**config.mk**
```make
export PLATFORM = sky130hd
export DESIGN_NAME = bloco_controle
export DESIGN_NICKNAME = d
export VERILOG_FILES = /design/src/rtl/bloco_controle.sv
export SDC_FILE = /design/constraint.sdc
export NUM_CORES = 1
export LEC_CHECK = 0
export BUFFER_PORTS_ARGS = -buffer_cell sky130_fd_sc_hd__buf_2
export CAP_MARGIN = 20
export CORE_MARGIN = 4
export CORE_UTILIZATION = 52
export DETAILED_ROUTE_END_ITERATION = 7
export PLACE_DENSITY = 0.76
export SLEW_MARGIN = 20
export SYNTH_ARGS = -nofsm -noshare
export SYNTH_HDL_FRONTEND = slang
export SYNTH_SLANG_ARGS = --single-unit
export TNS_END_PERCENT = 100
```
**constraint.sdc**
```tcl
create_clock -name clk -period 4.4 [get_ports clk]
set_input_delay 0.22 -clock clk [delete_from_list [all_inputs] [get_ports clk]]
set_output_delay 0.22 -clock clk [all_outputs]
set_load 0.005 [all_outputs]
```
**src/rtl/bloco_controle.sv**
```systemverilog
// Horner-form sequencer for the operative block: y = (A*x + B)*x + C.
// Every control output is a registered Moore decode of the state and the hold counter.
module bloco_controle #(
  parameter int unsigned LAT = 2
) (
  input  logic       clk,
  input  logic       rst,
  input  logic       start,
  output logic       LX,
  output logic [1:0] M0,
  output logic [1:0] M1,
  output logic [1:0] M2,
  output logic       H,
  output logic       LH,
  output logic       LS,
  output logic       busy,
  output logic       done
);

  localparam logic [2:0] IDLE  = 3'd0;
  localparam logic [2:0] LOADX = 3'd1;
  localparam logic [2:0] S1    = 3'd2;
  localparam logic [2:0] S2    = 3'd3;
  localparam logic [2:0] S3    = 3'd4;
  localparam logic [2:0] S4    = 3'd5;
  localparam logic [2:0] DONE  = 3'd6;

  localparam logic [3:0] LAT_C = LAT[3:0];

  logic [2:0] r_state;
  logic [3:0] r_cnt;
  logic [2:0] w_state_nxt;
  logic [3:0] w_cnt_nxt;
  logic       w_step_end;

  logic       w_lx, w_h, w_lh, w_ls, w_busy, w_done;
  logic [1:0] w_m0, w_m1, w_m2;

  assign w_step_end = (r_cnt == LAT_C);

  always_comb begin
    w_state_nxt = r_state;
    w_cnt_nxt   = '0;
    case (r_state)
      IDLE:  if (start) w_state_nxt = LOADX;
      LOADX: w_state_nxt = S1;
      S1, S2, S3, S4: begin
        // S4 + 1 encodes DONE, so the step chain advances by increment
        if (w_step_end) w_state_nxt = r_state + 3'd1;
        else            w_cnt_nxt   = r_cnt + 4'd1;
      end
      DONE:    w_state_nxt = IDLE;
      default: w_state_nxt = IDLE;
    endcase
  end

  always_comb begin
    w_lx   = (r_state == LOADX);
    w_busy = (r_state >= LOADX) && (r_state <= S4);
    w_done = (r_state == DONE);
    w_m0   = '0;
    w_m1   = '0;
    w_m2   = '0;
    w_h    = 1'b0;
    w_lh   = 1'b0;
    w_ls   = 1'b0;
    case (r_state)
      S1: begin
        w_m0 = 2'b01; w_m1 = 2'b00; w_m2 = 2'b00; w_h = 1'b1; w_lh = w_step_end;
      end
      S2: begin
        w_m0 = 2'b10; w_m1 = 2'b10; w_m2 = 2'b01; w_h = 1'b0; w_lh = w_step_end;
      end
      S3: begin
        w_m0 = 2'b00; w_m1 = 2'b10; w_m2 = 2'b00; w_h = 1'b1; w_lh = w_step_end;
      end
      S4: begin
        w_m0 = 2'b11; w_m1 = 2'b10; w_m2 = 2'b01; w_h = 1'b0; w_ls = w_step_end;
      end
      default: ;
    endcase
  end

  always_ff @(posedge clk or negedge rst) begin
    if (!rst) begin
      r_state <= IDLE;
      r_cnt   <= '0;
      LX      <= 1'b0;
      M0      <= '0;
      M1      <= '0;
      M2      <= '0;
      H       <= 1'b0;
      LH      <= 1'b0;
      LS      <= 1'b0;
      busy    <= 1'b0;
      done    <= 1'b0;
    end else begin
      r_state <= w_state_nxt;
      r_cnt   <= w_cnt_nxt;
      LX      <= w_lx;
      M0      <= w_m0;
      M1      <= w_m1;
      M2      <= w_m2;
      H       <= w_h;
      LH      <= w_lh;
      LS      <= w_ls;
      busy    <= w_busy;
      done    <= w_done;
    end
  end

endmodule
```
==> flow_summary_export.csv <==
group,metric,value,unit
pwr,ir_drop,0.3578,mV
critical_path,r2r_end,"r_state[0]",
floorplan,core,1366,µm²
synthesis,avgSynthCellArea,11.37,µm²
critical_path,path_max_fanout,5,
status,status,"completed",
critical_path,cp.arrival,1820,ps
min_path,hold_path.class,"input port to flop",
grt,antenna_found_initial,0,
min_path,whs_path_depth,3,
critical_path,critPathRequiredTime,4560,ps
route,post-route-drc-count,0,
synthesis,synth_largest_area_cell,"dfrtp_1",
cts,clkSlewWorstSetupHoldPaths,90,ps
route,vias_per_cell,5.327,
timing,rsz0062_at_grt,"no",
cells_and_area,syn_to_final_growth,11.01,%
synthesis,yosysSeqAreaShare,0.5031,
floorplan,num_rows,13,
grt,globalRouteTotalUtil,0.1500,
timing,fin_skew,2.163,ps
floorplan,start_util,0.5824,
synthesis,synth_edf_count,0,
route,vias,522,
floorplan,ios,15,
route,met2_wirelength,562,µm
cts,cts_tree,"built",
cts,clock_latency,280,ps
cts,cts_buffers,3,
cells_and_area,stdcell_count,98,
run,max_cap_viol_count,0,
timing,fmax,603.1,MHz
timing,hold_viol_final,0,
timing,fin_crit,1658,ps
cells_and_area,fin_nets,95,
pwr,power_density,607.5,nW/µm²
synthesis,synth.distinct_cells,32,
route,antenna_left,0,
synthesis,synth_top_flop_cell,"dfrtp_1",
critical_path,end_kind,"flop",
synthesis,async_reset_ff_frac,1.000,
cts,root_buffer,"clkbuf_4",
grt,globalRouteOverflowTotal,0,
cts,cts_buffer_depth,2,
cts,cts_setup_buffers,0,
grt,grt_pass1_vias,492,
place,place_congestion,0.7275,
timing,whs,292.5,ps
critical_path,reg2reg_slack,2740,ps
cts,cts_sinks,16,
route,wl_met1,606,µm
min_path,hp-start,"start",
synthesis,ys_warn_count,0,
grt,grt_pass1_wl,2256,µm
synthesis,synth_area,795.8,µm²
route,dr.pass1.iters,4,
timing,finalSetupViolations,0,
timing,fin_crit_sh,0.3769,
synthesis,synth_cells,70,
grt,grt_start_max_net_pins,17,
critical_path,r2r_start,"r_state[1]",
floorplan,die_h,47.12,µm
place,post-place-cells,94,
cells_and_area,drive_gt1_frac,0.2530,
min_path,min_to,"r_state[1]",
critical_path,ff2ff_path_depth,5,
synthesis,synth.most_common_cell,"dfrtp_1",
pwr,p_leak,0.4686,nW
cts,htree_levels,1,
synthesis,ys_ff_latch,16,
timing,tns,0,ps
cells_and_area,fillers,115,
route,wire_per_inst,12.96,µm
floorplan,dieArea,2220,µm²
route,dr_wl_met3,72,µm
synthesis,synth_common_cells,"dfrtp_1 (16), ha_1 (7), inv_1 (6)",
place,hpwl,917.3,µm
floorplan,dieWidth,47.12,µm
route,routed_wl,1270,µm
synthesis,yosys.area.top_type_share,0.5031,
critical_path,worstSetupStartpointType,"flop",
place,portBuffers,12,
route,top_layer_used,"met4",
cells_and_area,insertedDiodeCount,0,
critical_path,worstSetupPathType,"flop to flop",
timing,drv_slew,0,
route,drt_iter0_drc,8,
synthesis,synth_area_leaders,"dfrtp_1 (50%), ha_1 (11%), buf_4 (2.8%)",
-- worst max-delay path, cell delays in order (launching register included) --
cell and delay, ps:
dfrtp_1 440, inv_1 160, ha_1 250, or3b_1 420, o31ai_1 140, a22oi_2 130
-- per-stage QoR --
stage | area, µm² | setup WS, ps | power (mW) | util
2_1_floorplan | 799.5 | 2921 | 0.3976 | -
3_3_place_gp | 850.8 | 2794 | 0.4571 | 0.6227
3_5_place_dp | 850.8 | 2772 | 0.4631 | 0.6227
4_1_cts | 883.3 | 2756 | 0.5393 | 0.6465
5_1_grt | 883.3 | 2612 | 0.5845 | 0.6465
6_report | 883.3 | 2742 | 0.5366 | 0.6465
-- flip-flops by register name (all words and copies together), names as in the netlist --
| register | flops |
|---|---|
| M1 | 1 |
| M2 | 1 |
| H | 1 |
| done | 1 |
| LX | 1 |
| M0 | 1 |
| r_cnt | 4 |
| r_state | 3 |
| LS | 1 |
| LH | 1 |
| busy | 1 |
-- timing repair --
item                                   4_1_cts  5_1_grt
gates resized for setup                      0        0
endpoints found under the hold margin       16        0
hold buffers                                 1        0
-- power by group --
group / switching (mW) / internal, mW
Sequential: 0.0314 / 0.192
Combinational: 0.127 / 0.110
Clock: 0.0445 / 0.0318
-- final cells by class --
cell class                 instances  area, µm²  share of cell area
multi-input combinational         45      349.1              0.3952
timing repair buffer              13      70.07             0.07932
sequential                        16      400.4              0.4533
clock buffer                       3      22.52             0.02550
inverter                           6      22.52             0.02550
tap                               15      18.77             0.02125
-- cell families (layout without fill, tap and decap cells) --
kind of cell / Yosys count / after routing / share of synthesized area
and+or+nand+nor: 22 / 22 / 0.1777
DFF: 16 / 16 / 0.5031
AOI/OAI and AO/OA: 12 / 12 / 0.1195
buffers and inverters: 10 / 22 / 0.06288
adders and majority gates: 7 / 7 / 0.1101
xor gates and xnor gates: 2 / 2 / 0.02202
other: 1 / 2 / 0.004712
-- routing by layer --
layer  track usage  up-vias
met1        0.1995      244
met4       0.08287        0
li1              -      260
met3       0.04598        4
met5             0        -
met2        0.2168       14
-- placed cells by master, fill, tap and decap left out, drive strengths merged --
master and count:
and2 1, o21ai 2, a21oi 1, dlygate4sd3 1, nand3 1, and3 1
o21a 1, ha 7, clkbuf 3, a32oi 1, dfrtp 16, or3 1
a21boi 1, or3b 1, nor3 4, o31ai 1, a211o 2, a22oi 1
xor2 1, nand4b 1, xnor2 1, conb 2, nand2 5, buf 12
a21bo 1, nand2b 3, inv 6, nor2 1, nor3b 2, or2 1
a21o 1
-- worst max path at each step --
stage	start	end	slack, ps	cells past startpoint
floorplan	r_state[0]	r_state[0]	2920	5
finish	r_state[1]	r_state[0]	2740	5
global route	r_state[0]	r_state[0]	2610	5
CTS	r_state[1]	r_state[0]	2760	5
global placement	r_state[0]	r_state[0]	2790	5
detailed placement	r_state[1]	r_state[0]	2770	5
Note: power is estimated with default switching activity, not from simulation.
